--- src/rtl/stream_demux_defs.vh ---
// Shared defaults and helper macro for the stream demultiplexer.
`ifndef STREAM_DEMUX_DEFS_VH
`define STREAM_DEMUX_DEFS_VH

`define SD_DATA_W 8
`define SD_N_CH   8
`define SD_CNT_W  8
`define SD_CLOG2(x) (((x) <= 1) ? 1 : $clog2(x))

`endif

--- src/rtl/stream_demux_pkg.sv ---
// Shared types and parameter defaults for the stream demultiplexer.
`include "stream_demux_defs.vh"

package stream_demux_pkg;

  localparam int DEF_DATA_W = `SD_DATA_W;
  localparam int DEF_N_CH   = `SD_N_CH;
  localparam int DEF_CNT_W  = `SD_CNT_W;

  // How the word currently offered at the input is routed.
  typedef enum logic [1:0] {
    ROUTE_UNI   = 2'd0,
    ROUTE_BCAST = 2'd1,
    ROUTE_DROP  = 2'd2
  } route_e;

endpackage

--- src/rtl/demux_slot.sv ---
// One-entry holding register for a single output channel of the demultiplexer.
module demux_slot #(
  parameter int DATA_W = 8
) (
  input  logic              clk,
  input  logic              rst,
  input  logic              load_i,
  input  logic [DATA_W-1:0] data_i,
  input  logic              out_ready_i,
  output logic              valid_o,
  output logic [DATA_W-1:0] data_o,
  output logic              free_o
);

  logic              valid_q, valid_d;
  logic [DATA_W-1:0] data_q, data_d;

  // A load in the same cycle as a drain replaces the word and keeps valid high.
  always_comb begin
    valid_d = valid_q & ~out_ready_i;
    data_d  = data_q;
    if (load_i) begin
      valid_d = 1'b1;
      data_d  = data_i;
    end
  end

  always_ff @(posedge clk) begin
    if (rst) begin
      valid_q <= 1'b0;
      data_q  <= '0;
    end else begin
      valid_q <= valid_d;
      data_q  <= data_d;
    end
  end

  assign valid_o = valid_q;
  assign data_o  = data_q;
  assign free_o  = ~valid_q | out_ready_i;

endmodule

--- src/rtl/stream_demux.sv ---
// Registered 1-to-N stream demultiplexer with per-channel holding slots,
// broadcast mode and a saturating count of out-of-range words.
`include "stream_demux_defs.vh"

module stream_demux
  import stream_demux_pkg::*;
#(
  parameter int DATA_W = DEF_DATA_W,
  parameter int N_CH   = DEF_N_CH,
  parameter int SEL_W  = `SD_CLOG2(N_CH),
  parameter int CNT_W  = DEF_CNT_W
) (
  input  logic                   clk,
  input  logic                   rst,
  input  logic                   in_valid,
  output logic                   in_ready,
  input  logic [SEL_W-1:0]       in_sel,
  input  logic                   in_bcast,
  input  logic [DATA_W-1:0]      in_data,
  output logic [N_CH-1:0]        out_valid,
  input  logic [N_CH-1:0]        out_ready,
  output logic [N_CH*DATA_W-1:0] out_data,
  output logic [CNT_W-1:0]       drop_cnt
);

  localparam logic [SEL_W:0] N_CH_L = (SEL_W+1)'(N_CH);

  function automatic logic [CNT_W-1:0] sat_inc(input logic [CNT_W-1:0] v);
    return (&v) ? v : v + 1'b1;
  endfunction

  route_e          route;
  logic            in_range;
  logic            accept;
  logic [N_CH-1:0] free;
  logic [N_CH-1:0] uni_hit;
  logic [N_CH-1:0] load;

  logic [CNT_W-1:0] drop_cnt_q, drop_cnt_d;

  assign in_range = ({1'b0, in_sel} < N_CH_L);

  always_comb begin
    route = ROUTE_UNI;
    if (in_bcast)       route = ROUTE_BCAST;
    else if (!in_range) route = ROUTE_DROP;
  end

  // Ready is a function of slot state and routing only, never of in_valid.
  always_comb begin
    in_ready = 1'b1;
    case (route)
      ROUTE_BCAST: in_ready = &free;
      ROUTE_UNI:   in_ready = |(free & uni_hit);
      default:     in_ready = 1'b1;
    endcase
  end

  assign accept = in_valid & in_ready;

  always_comb begin
    drop_cnt_d = drop_cnt_q;
    if (accept && route == ROUTE_DROP) drop_cnt_d = sat_inc(drop_cnt_q);
  end

  always_ff @(posedge clk) begin
    if (rst) drop_cnt_q <= '0;
    else     drop_cnt_q <= drop_cnt_d;
  end

  assign drop_cnt = drop_cnt_q;

  for (genvar k = 0; k < N_CH; k++) begin : g_slot
    assign uni_hit[k] = (in_sel == SEL_W'(k));
    assign load[k]    = accept & ((route == ROUTE_BCAST) |
                                  ((route == ROUTE_UNI) & uni_hit[k]));

    demux_slot #(.DATA_W(DATA_W)) u_slot (
      .clk         (clk),
      .rst         (rst),
      .load_i      (load[k]),
      .data_i      (in_data),
      .out_ready_i (out_ready[k]),
      .valid_o     (out_valid[k]),
      .data_o      (out_data[k*DATA_W +: DATA_W]),
      .free_o      (free[k])
    );
  end

endmodule
--- config.mk ---
export PLATFORM = sky130hd
export DESIGN_NAME = stream_demux
export DESIGN_NICKNAME = d
export VERILOG_FILES = /design/src/rtl/stream_demux_pkg.sv /design/src/rtl/demux_slot.sv /design/src/rtl/stream_demux.sv
export VERILOG_INCLUDE_DIRS = /design/src /design/src/rtl
export SDC_FILE = /design/constraint.sdc
export NUM_CORES = 1
export LEC_CHECK = 0
export BUFFER_PORTS_ARGS = -buffer_cell sky130_fd_sc_hd__buf_2
export CAP_MARGIN = 20
export CORE_MARGIN = 2
export CORE_UTILIZATION = 45
export DETAILED_ROUTE_END_ITERATION = 12
export HOLD_SLACK_MARGIN = 0.12
export PLACE_DENSITY_LB_ADDON = 0.15
export SLEW_MARGIN = 20
export SYNTH_ARGS = -nofsm -noshare
export SYNTH_HDL_FRONTEND = slang
export SYNTH_SLANG_ARGS = --single-unit
--- constraint.sdc ---
create_clock -name clk -period 1.8 [get_ports clk]
set_clock_uncertainty 0.2 [all_clocks]
set_input_delay 0.18 -clock clk [delete_from_list [all_inputs] [get_ports clk]]
set_output_delay 0.18 -clock clk [all_outputs]
set_load 0.03 [all_outputs]
After elaboration in Yosys (flattened, before gate mapping)
Cells that the tools add are included.

Add/subtract/negate cells: 1. Equal/unequal tests: 9. Multiplexer cells: 10. Bitwise gates (word level): 59. Reductions and logical operators: 7.

Operators with widths (count): AND 1 bit (25); NOT 1 bit (17); bitwise OR 1 bit (16); AND reduction 8 bit (2); equality test 3 bit, second input constant (4); 2-to-1 mux 1 bit (9); adder 8 x 1 -> 8 bit, second input constant (1); AND 8 bit (1); OR reduction 8 bit (1); equality test 3 x 2 -> 1 bit, second input constant (2); equality test 3 x 1 -> 1 bit, second input constant (1); zero test 3 bit (1); equality test 1 x 2 -> 1 bit, second input constant (1); zero test 2 bit (1); case mux 1 bit (2 select lines) (1); AND reduction 2 bit (1); equality test 1 bit, second input constant (1); logical AND 1 bit (1).

Register bits: 80. Output and inout port bits: 81. Word-level logic and storage cells: 103.

Longest topological paths before layout
Gate-level depths: netlist (run 1).

Word-level depth: 8. Gate-level depth with buffers: 8. Depth with buffers taken out: 5.

Cells and area by module
A second synthesis (run 1) with hierarchy kept.

Cell total of the unflattened synthesis: 293. Area, all modules: 2986.6 um^2.

By module, submodules not included: demux_slot (times used 8, cells each 30, area an instance 321.6 um^2, seq. area each 180.2 um^2); stream_demux (times used 1, cells each 53, area an instance 414.1 um^2, seq. area each 0.0 um^2).

Worst setup path after synthesis (run 1)
Ideal clock, no wire load.

Kind: input to output. Start point: input port in_sel[2]. End point: output port in_ready. Arrival: 1.673 ns. Setup slack: -0.253 ns. Cell stages on the path: 7. Buffers on the path: 2. Path through: buf_2 or3b_2 o32ai_1 a211o_1 buf_6 nor2_1 a21oi_1.

Cells in the longest elaborated chain, start to end: 4. Elaborated cells between the ends (all ways): 11. Those cells by class: eq/ne (7); mux (1); bitwise (1); reduce/logical (2).

Ends and longest elaborated chain: start, declared (line stream_demux.sv:17) `input logic [SEL_W-1:0] in_sel,`; equality test 3 x 1 -> 1 bit (tied with other cells) (line stream_demux.sv:74) `assign uni_hit[k] = (in_sel == SEL_W'(k));`; AND 8 bit (*) (line stream_demux.sv:54) `ROUTE_UNI: in_ready = |(free & uni_hit);`; OR reduction 8 bit (*) (line stream_demux.sv:54); case mux 1 bit (2 select lines) (*) (line stream_demux.sv:52) `case (route)`; end, declared (line stream_demux.sv:16) `output logic in_ready,`.

Mark *: on every way between the ends. The rest lies on a longest branch, timed or not.

Final worst setup path (run 1)
Start point: register g_slot[3].u_slot.valid_q. End point: output port in_ready.

Cells in the longest elaborated chain, start to end: 5. Elaborated cells between the ends (all ways): 6. Those cells by class: mux (1); bitwise (3); reduce/logical (2).

Ends and longest elaborated chain: start, declared (line demux_slot.sv:15) `logic valid_q, valid_d;`; start signal, assigned (line demux_slot.sv:33) `valid_q <= valid_d;`; NOT 1 bit (*) (line demux_slot.sv:40) `assign free_o = ~valid_q | out_ready_i;`; bitwise OR 1 bit (*) (line demux_slot.sv:40); AND 8 bit (line stream_demux.sv:54); OR reduction 8 bit (line stream_demux.sv:54); case mux 1 bit (2 select lines) (*) (line stream_demux.sv:52).

Marks and branches as above.

==> results of run 1 <==
==> worst paths after layout <==
check | from | endpoint | slack (ns) | cells after the start
hold reg to reg | g_slot[1].u_slot.data_o[4] | g_slot[1].u_slot.data_o[4] | 0.27 | 2
setup / recovery | g_slot[3].u_slot.valid_o | in_ready | -0.34 | 6
hold / removal | in_data[0] | g_slot[2].u_slot.data_o[0] | 0.15 | 3
setup reg to reg | g_slot[3].u_slot.valid_o | g_slot[3].u_slot.data_o[6] | -0.31 | 7
==> layout make-up <==
cell class,instances,area share
multi-input combinational,198,0.375
sequential,72,0.332
timing repair buffer,149,0.222
clock buffer,12,0.0357
tap,80,0.0230
clock inverter,4,0.0118
inverter,1,0.000863
==> sequential cells by signal (all words and copies together) (netlist names) <==
name	flops
g_slot.u_slot.valid_o	8
g_slot.u_slot.data_o	64
==> kinds of logic (layout without fill, tap and decap cells) <==
group                  after synthesis  count (layout)  share of synthesized area
AO/OA/AOI/OAI                       23              23                     0.0491
buffers and inverters               44             166                     0.0854
flip-flops                          72              72                      0.460
multiplexers                        64              64                      0.204
other                                1               8                    0.00120
AND/OR/NAND/NOR                    102             103                      0.201
==> per-stage QoR <==
step                      worst slack [ns]  std cells  power [mW]  utilization  area, um^2
after global placement              -0.412        480        2.68        0.560        3780
after floorplan                    -0.0761        313        2.44            -        3200
after detailed placement            -0.419        480        2.69        0.560        3780
after global routing                -0.392        516        4.29        0.644        4350
after CTS                           -0.334        514        4.12        0.639        4320
final                               -0.336        516        4.12        0.644        4350
==> report_power, final <==
| part | internal, mW | switching [mW] |
|---|---|---|
| logic | 0.418 | 0.599 |
| registers | 1.71 | 0.0595 |
| clock network | 0.720 | 0.616 |
| total | 2.85 | 1.27 |
==> routing by layer <==
metal / global-route usage / vias to the layer above / wire length, um
met5: 0 / - / 0
met1: 0.289 / 1207 / 3760
met3: 0.0654 / 12 / 503
li1: - / 1251 / -
met2: 0.346 / 85 / 3700
met4: 0.0727 / 0 / 131
==> layout by cell type, fill, tap and decap left out, types with 6 or more instances in the layout <==
cell	netlist	final
buf_6	2	10
dfxtp_1	72	69
conb_1	1	8
mux2i_1	64	63
buf_2	1	94
nand2b_1	82	81
dlygate4sd3_1	0	10
buf_4	23	33
a21oi_2	0	7
clkbuf_8	0	11
a31oi_4	0	6
==> worst register-to-register path, stage by stage (launching register included) <==
cell	delay (ns)
dfxtp_2	0.35
nand2b_4	0.06
a221o_1	0.33
a211o_4	0.37
buf_4	0.16
a31oi_4	0.19
buf_6	0.18
mux2i_1	0.20
==> synth_stat cells, drive strengths merged <==
library cell	count
o21ba	1
o221ai	1
nand2b	82
a31oi	8
conb	1
nand2	2
a211o	1
dfxtp	72
nor3	1
clkbuf	9
a21oi	8
nor2b	6
or3b	2
and2	1
nor4	1
a31o	1
inv	1
buf	34
nor2	5
and4	2
mux2i	64
a221o	1
o32ai	2
==> what timing repair did <==
action,CTS,global route
hold buffers,10,0
endpoints found under the setup margin,73,73
buffers inserted,6,2
cloned,2,0
gates resized for setup,36,4
pin swaps,3,1
endpoints found under the hold margin,19,0
==> reports/results.txt, run 1 <==
CP Data Required Time: 1.42 ns
Hpwl dp: 5310 um
H-tree levels: 3
Routed vias: 2555
Synthesized flop and latch total: 72
Number of buffers added by the clock tree synthesis step: 9
Number of clock sinks: 72
Maximum fanout encountered on the critical timing path: 7
Post-layout net count: 454
Clock latency at the later pin of the worst-skew pair: 0.34 ns
CTS tree: done
Path type of the worst setup path: reg -> out
Critical path, cell by cell: nand2b_4, a221o_1, a211o_4, nor2_2, a21oi_2, buf_4
Final setup fails: 73
Reported leakage power: 2.21 nW
Headroom to the max-slew limit: 0.574
Final critical delay including setup and external delays: 2.14 ns
Area growth from synthesis to layout: 38.7%
Measured slew at the worst slew-check pin: 0.634 ns
Floorplan core area: 0.00676 mm^2
Sequential-to-total area share from yosys stat: 0.460
Final hold violation count: 0
Clock tree root buffer cell: clkbuf_8
Initial drt markers: 92
Area of the multi-input gates: 0.00163 mm^2
Combined area of all synthesized cells: 0.00314 mm^2
Synth warnings: 0
Power per cell area: 947 mW/mm^2
Proportion of layout cells with a drive suffix above 1: 0.417
FMAX: 468 MHz
Failing checks: negative setup slack
Starting density of the core: 0.464
CTS clock-pin slew for the worst setup and hold paths: 0.08 ns
Worst hold-check slack: 0.146 ns
Antenna diode count: 0
Die Area: 0.00765 mm^2
Slowest CP cell: a211o_4
Unique masters post-synth: 26
Cell class contributing the biggest share of worst-path delay: compound AO/OA/AOI/OAI gates
Portion of the clock cycle consumed by the worst path in the final layout: 1.19
Antenna-violating nets left: 0
Total GRT Usage: 0.220
Worst Setup Slack, final: -0.336 ns
Count of buffering cells on the critical path with inverters included: 1
Wire length of the first global-routing pass: 12800 um
Pin count of the biggest net entering global routing: 26
Area occupied by registers: 0.00145 mm^2
Run status: complete, but fails checks
Setup repair after global routing missed its margin: yes
Buffer levels on the longest clock path: 2
Post-Synthesis Cells: 306
IR Drop Worst-Case VDD: 0.699 mV
Post-route setup TNS: -17.96 ns
Vertical die dimension: 87.5 um
Total global routing overflow: 0
Element type at the critical path start: register
Peak per-stage delay on the critical path: 0.37 ns
RePlAce Congestion: 0.855
Final Slew Violations: 0
Die outline width: 87.5 um
Max Cap Violations: 0
Initial antenna violation count: 0
Number of DRC violations after detailed routing: 0
Cell taking the most area after synthesis: dfxtp_1
Proportion of netlist area held by the largest area contributor: 0.460
Post-DR wirelength/cell: 15.7 um
Arrival time at the worst endpoint: 1.76 ns
Wire length after detailed routing: 8100 um
Number of global-route vias before repair: 2509
Crit. End Element: primary output
Buffers on Ports: 95
Top cells by area, synth: dfxtp_1, mux2i_1, nand2b_1, buf_4, a31oi_1
Mean Syn Cell Area: 10.3 um^2
Number of detailed-route iterations in the first pass: 4
Average via count per standard cell: 4.95
Count of fill cells added during filler insertion: 572
Top-level I/O count: 104
Hold Crit Class: in -> reg
Floorplan row count: 30
Note: power is estimated with default switching activity, not from simulation.
==> run 2, diff against run 1 <==
--- a/config.mk
+++ b/config.mk
@@ -6,13 +6,14 @@
 export SDC_FILE = /design/constraint.sdc
 export NUM_CORES = 1
 export LEC_CHECK = 0
-export BUFFER_PORTS_ARGS = -buffer_cell sky130_fd_sc_hd__buf_2
+export BUFFER_PORTS_ARGS = -buffer_cell sky130_fd_sc_hd__clkbuf_2
 export CAP_MARGIN = 20
 export CORE_MARGIN = 2
 export CORE_UTILIZATION = 45
 export DETAILED_ROUTE_END_ITERATION = 12
 export HOLD_SLACK_MARGIN = 0.12
 export PLACE_DENSITY_LB_ADDON = 0.15
+export REMOVE_ABC_BUFFERS = 1
 export SLEW_MARGIN = 20
 export SYNTH_ARGS = -nofsm -noshare
 export SYNTH_HDL_FRONTEND = slang
==> run 2 against run 1 <==
Effect of this change: worst setup slack improved by 0.0011 ns; the flow still finishes with violations (negative setup slack); register-to-register slack about the same; critical endpoint unchanged; count of clock-buffer cells in the layout decreased by 3; final cell count increased by 0.39%; utilization increased by 0.52 points; die area unchanged; sequential share of layout area decreased by 0.29 points.
==> reports/results.txt, run 2 (same netlist as run 1, synthesis figures left out) <==
Run status: complete, but fails checks
Failing checks: negative setup slack
Reported leakage power: 2.19 nW
Die outline width: 87.5 um
Final critical delay including setup and external delays: 2.14 ns
Capture point of the worst reg-to-reg path: g_slot[6].u_slot.data_o[7]
Area of the multi-input gates: 0.00158 mm^2
Count of placed standard cells including taps: 486
Antenna diode count: 0
Total stage count of the critical path: 6
Area growth from synthesis to layout: 39.8%
Vertical die dimension: 87.5 um
Die Area: 0.00765 mm^2
Worst Setup Slack, final: -0.335 ns
CTS clock-pin slew for the worst setup and hold paths: 0.07 ns
Count of fill cells added during filler insertion: 572
Proportion of power drawn by the clock network: 0.357
Cell depth of the worst flop-to-flop path: 7
Wire length after detailed routing: 7550 um
Initial antenna violation count: 0
Power per cell area: 982 mW/mm^2
Antenna-violating nets left: 0
Total GRT Usage: 0.210
Floorplan row count: 30
CTS tree: done
Crit. End Element: primary output
Top-level I/O count: 104
Sequential group share of total power: 0.411
Starting density of the core: 0.464
Reported net switching power: 1.27 mW
Hold Crit Class: in -> reg
Peak per-stage delay on the critical path: 0.36 ns
Post-route setup TNS: -18.77 ns
Proportion of layout cells with a drive suffix above 1: 0.384
Post-layout net count: 456
Start of the worst register-to-register path: g_slot[3].u_slot.valid_o
Routed vias: 2540
Number of standard cells in the layout, taps in and fillers out: 518
Measured slew at the worst slew-check pin: 0.657 ns
Critical path origin: g_slot[3].u_slot.valid_o
Number of detailed-route iterations in the first pass: 4
Post-DR wirelength/cell: 14.6 um
Final setup fails: 73
Setup repair after global routing missed its margin: yes
Critical path, cell by cell: nand2b_1, a221o_1, a211o_1, nor2_4, a21oi_2, clkbuf_8
Clock latency at the later pin of the worst-skew pair: 0.34 ns
Clock tree root buffer cell: clkbuf_8
Pin count of the biggest net entering global routing: 26
Hpwl dp: 5350 um
IR Drop Worst-Case VDD: 0.618 mV
Slowest CP cell: a221o_1
Final hold violation count: 0
Cell-internal power: 3.04 mW
H-tree levels: 3
Final Slew Violations: 0
Wire length of the first global-routing pass: 12300 um
Net switching fraction of the power: 0.294
Number of buffers added by the clock tree synthesis step: 9
Buffer levels on the longest clock path: 2
Core Util, Final: 0.649
Count of buffering cells on the critical path with inverters included: 1
Tot Pwr: 4.31 mW
Buffers on Ports: 95
Number of global-route vias before repair: 2484
Arrival time at the worst endpoint: 1.76 ns
Area occupied by registers: 0.00144 mm^2
Flip-flop count of the largest register after layout: 64
Share of power burned in combinational logic: 0.232
Path type of the worst setup path: reg -> out
Number of clock sinks: 72
Most common cell after layout, fill and taps aside: clkbuf_2
Element type at the critical path start: register
Initial drt markers: 57
Worst R2R Setup Slack: -0.30 ns
FMAX: 468 MHz
CP Data Required Time: 1.42 ns
Maximum fanout encountered on the critical timing path: 2
Commonest cells after routing, fill and taps aside: clkbuf_2, nand2b_1, dfxtp_1, mux2i_1, buf_4
Cell class contributing the biggest share of worst-path delay: compound AO/OA/AOI/OAI gates
Max Cap Violations: 0
Total global routing overflow: 0
Headroom to the max-slew limit: 0.559
Capturing instance or port of the critical path: in_ready
Average via count per standard cell: 4.90
RePlAce Congestion: 0.868
Number of DRC violations after detailed routing: 0
Floorplan core area: 0.00676 mm^2
Portion of the clock cycle consumed by the worst path in the final layout: 1.19
==> run 2: changes by cell type in the layout (fill, tap and decap cells not counted), sizes merged <==
cell,delta
buf,-97
bufinv,+2
and4,-1
clkinvlp,+1
clkbuf,+92
dlygate4sd3,+5
==> run 2: cell type report <==
| class | instances | area share |
|---|---|---|
| clock buffers | 9 | 0.0282 |
| clock inverters | 7 | 0.0271 |
| inverters | 1 | 0.000856 |
| multi-input cells | 197 | 0.361 |
| flip-flops and latches | 72 | 0.329 |
| well taps | 80 | 0.0228 |
| repair buffers | 152 | 0.231 |
==> run 2: metrics by stage <==
step	hold slack (ns)	cell area (um^2)	worst slack, ns
after global placement	0.261	3840	-0.292
after detailed placement	0.263	3840	-0.341
after CTS	0.122	4400	-0.406
final	0.120	4390	-0.335
after floorplan	0.0491	2900	-0.783
after global routing	0.172	4390	-0.420
==> run 2: worst min path at each step <==
stage	start	end	slack, ns	cells past startpoint
after CTS	in_data[2]	g_slot[2].u_slot.data_o[2]	0.12	3
after global placement	g_slot[1].u_slot.data_o[5]	g_slot[1].u_slot.data_o[5]	0.26	2
after floorplan	rst	g_slot[0].u_slot.valid_o	0.05	1
after detailed placement	g_slot[1].u_slot.data_o[5]	g_slot[1].u_slot.data_o[5]	0.26	2
final	in_data[2]	g_slot[2].u_slot.data_o[2]	0.12	3
after global routing	in_data[2]	g_slot[2].u_slot.data_o[2]	0.17	3
==> run 2: routing by layer <==
metal	GRT usage	part of all wire	vias up
li1	-	-	1262
met1	0.279	0.47	1180
met2	0.320	0.46	85
met3	0.0654	0.056	13
met4	0.0811	0.016	0
met5	0	0	-
==> run 2: timing repair <==
| action | 4_1_cts | 5_1_grt |
|---|---|---|
| setup buffers | 2 | 0 |
| hold buffers | 15 | 0 |
| pin swaps | 11 | 2 |
| resized for setup | 30 | 1 |
| endpoints found under the hold margin | 59 | 0 |
| endpoints found under the setup margin | 73 | 73 |
==> run 2: worst min-delay path, stage by stage <==
cell,delay (ns)
clkbuf_2,0.08
nand2b_1,0.19
mux2i_1,0.18
==> run 2: power by group through the flow <==
stage | Combinational, mW | Sequential [mW] | Clock, mW
floorplan | 0.319 | 2.03 | 0
global placement | 0.892 | 1.81 | 0
detailed placement | 0.901 | 1.81 | 0
CTS | 1.01 | 1.77 | 1.58
global route | 1.06 | 1.79 | 1.64
finish | 0.997 | 1.77 | 1.54
==> run 3, diff against run 2 <==
--- a/config.mk
+++ b/config.mk
@@ -6,9 +6,9 @@
 export SDC_FILE = /design/constraint.sdc
 export NUM_CORES = 1
 export LEC_CHECK = 0
-export BUFFER_PORTS_ARGS = -buffer_cell sky130_fd_sc_hd__clkbuf_2
+export BUFFER_PORTS_ARGS = -buffer_cell sky130_fd_sc_hd__buf_2
 export CAP_MARGIN = 20
-export CORE_MARGIN = 2
+export CORE_MARGIN = 8
 export CORE_UTILIZATION = 45
 export DETAILED_ROUTE_END_ITERATION = 12
 export HOLD_SLACK_MARGIN = 0.12
==> run 3 against run 2 <==
Effect of this change: the flow still finishes with violations (negative setup slack); non-clock buffer count rose by 7; flip-flop and latch count did not move; critical path depth rose by 1; power rose by 3.2%; final area rose by 3.5%; worst setup slack got worse by 0.024 ns; register-to-register slack got worse by 0.06 ns; worst hold slack improved by 0.0057 ns; largest power group unchanged.
==> reports/results.txt, run 3 (same netlist as run 1, synthesis figures left out) <==
Run status: complete, but fails checks
Failing checks: negative setup slack
Maximum fanout encountered on the critical timing path: 7
Buffers on Ports: 95
RePlAce Congestion: 0.816
Crit. End Element: primary output
Most common cell after layout, fill and taps aside: buf_2
Final hold violation count: 0
Number of global-route vias before repair: 2665
Tot Pwr: 4.45 mW
Number of DRC violations after detailed routing: 0
CTS clock-pin slew for the worst setup and hold paths: 0.08 ns
Antenna diode count: 0
Share of power burned in combinational logic: 0.245
Post-layout net count: 463
Count of buffering cells on the critical path with inverters included: 2
Reported net switching power: 1.28 mW
Proportion of power drawn by the clock network: 0.358
Count of placed standard cells including taps: 484
Headroom to the max-slew limit: 0.505
Vertical die dimension: 99.5 um
Post-route setup TNS: -21.47 ns
Number of clock sinks: 72
Cell-internal power: 3.17 mW
Total global routing overflow: 0
Starting density of the core: 0.464
Average via count per standard cell: 4.83
Initial drt markers: 69
Hold Crit Class: in -> reg
IR Drop Worst-Case VDD: 0.564 mV
Floorplan row count: 30
Clock tree root buffer cell: clkbuf_8
Pin count of the biggest net entering global routing: 23
Die Area: 0.00990 mm^2
Final setup fails: 73
Critical path, cell by cell: nand2b_1, a221o_1, a211o_1, buf_12, nor2_4, a21oi_2, buf_6
Floorplan core area: 0.00676 mm^2
Final critical delay including setup and external delays: 2.16 ns
Buffer levels on the longest clock path: 2
Wire length after detailed routing: 8810 um
Slowest CP cell: dfxtp_2
Measured slew at the worst slew-check pin: 0.737 ns
Clock latency at the later pin of the worst-skew pair: 0.34 ns
Number of buffers added by the clock tree synthesis step: 9
Max Cap Violations: 0
Die outline width: 99.5 um
Element type at the critical path start: register
Cell class contributing the biggest share of worst-path delay: compound AO/OA/AOI/OAI gates
Area growth from synthesis to layout: 44.7%
Number of detailed-route iterations in the first pass: 4
Power per cell area: 979 mW/mm^2
Number of standard cells in the layout, taps in and fillers out: 525
CTS tree: done
Worst Setup Slack, final: -0.360 ns
FMAX: 463 MHz
Top-level I/O count: 104
H-tree levels: 3
Proportion of layout cells with a drive suffix above 1: 0.429
Final Slew Violations: 0
Setup repair after global routing missed its margin: yes
Net switching fraction of the power: 0.288
Initial antenna violation count: 0
Post-DR wirelength/cell: 16.8 um
Commonest cells after routing, fill and taps aside: buf_2, nand2b_1, dfxtp_1, mux2i_1, buf_4
Hpwl dp: 6050 um
Total GRT Usage: 0.181
Portion of the clock cycle consumed by the worst path in the final layout: 1.20
Wire length of the first global-routing pass: 14100 um
Path type of the worst setup path: reg -> out
CP Data Required Time: 1.42 ns
Sequential group share of total power: 0.398
Routed vias: 2534
Arrival time at the worst endpoint: 1.78 ns
Reported leakage power: 2.32 nW
Peak per-stage delay on the critical path: 0.33 ns
Flip-flop count of the largest register after layout: 64
Antenna-violating nets left: 0
## run 3: cell count changes in the layout (fill, tap and decap cells not counted), moves of 3 or more
cell	before	now
nor2b_1	5	2
nor2b_2	1	4
buf_6	14	17
buf_4	27	30
a21oi_2	1	6
buf_2	0	95
a21oi_1	7	2
clkbuf_2	94	0
## run 3: per-layer routing
layer	routed length, um	GRT usage	part of all wire	vias up
li1	-	-	-	1272
met1	3990	0.227	0.45	1177
met2	4080	0.280	0.46	75
met3	599	0.0566	0.068	10
met4	146	0.0780	0.017	0
met5	0	0	0	-
## run 3: worst min-delay path, delay by kind of cell
kind / cells / cell delay (ns)
buffers and inverters: 1 / 0.08
muxes: 1 / 0.18
and+or+nand+nor: 1 / 0.18
## run 3: worst paths after layout
path | start | slack, ns | cells past startpoint | end
worst min register to register | g_slot[0].u_slot.data_o[0] | 0.27 | 2 | g_slot[0].u_slot.data_o[0]
worst max-delay path | g_slot[3].u_slot.valid_o | -0.36 | 7 | in_ready
worst max register to register | g_slot[3].u_slot.valid_o | -0.36 | 8 | g_slot[0].u_slot.data_o[7]
worst min-delay path | in_data[2] | 0.13 | 3 | g_slot[0].u_slot.data_o[2]
## run 3: final cells by class
type	count	area [um^2]
Clock buffer	11	151
Inverter	1	3.75
Clock inverter	5	103
Sequential cell	72	1440
Fill cell	550	2220
Multi-Input combinational cell	197	1640
Tap cell	80	100
Timing Repair Buffer	159	1100
## run 3: per-stage QoR
step	cell area, um^2	setup slack (ns)	utilization	hold slack (ns)
floorplan	2900	-0.783	-	0.0491
global placement	3840	-0.341	0.568	0.256
detailed placement	3840	-0.367	0.568	0.262
CTS	4430	-0.383	0.655	0.122
global route	4540	-0.444	0.672	0.139
finish	4540	-0.360	0.672	0.126
## run 3: timing repair
action	in CTS	in global routing
hold buffers	12	1
setup endpoints to repair	73	73
hold endpoints to repair	51	1
pin swaps	9	7
gates cloned	1	0
setup buffers	8	4
gates resized for setup	32	16
## run 3: power by group through the flow
stage	clock network (mW)	registers (mW)	logic (mW)
after global routing	1.72	1.78	1.15
after detailed placement	0	1.80	0.918
after floorplan	0	2.03	0.319
final	1.59	1.77	1.09
after CTS	1.63	1.77	1.03
after global placement	0	1.80	0.910
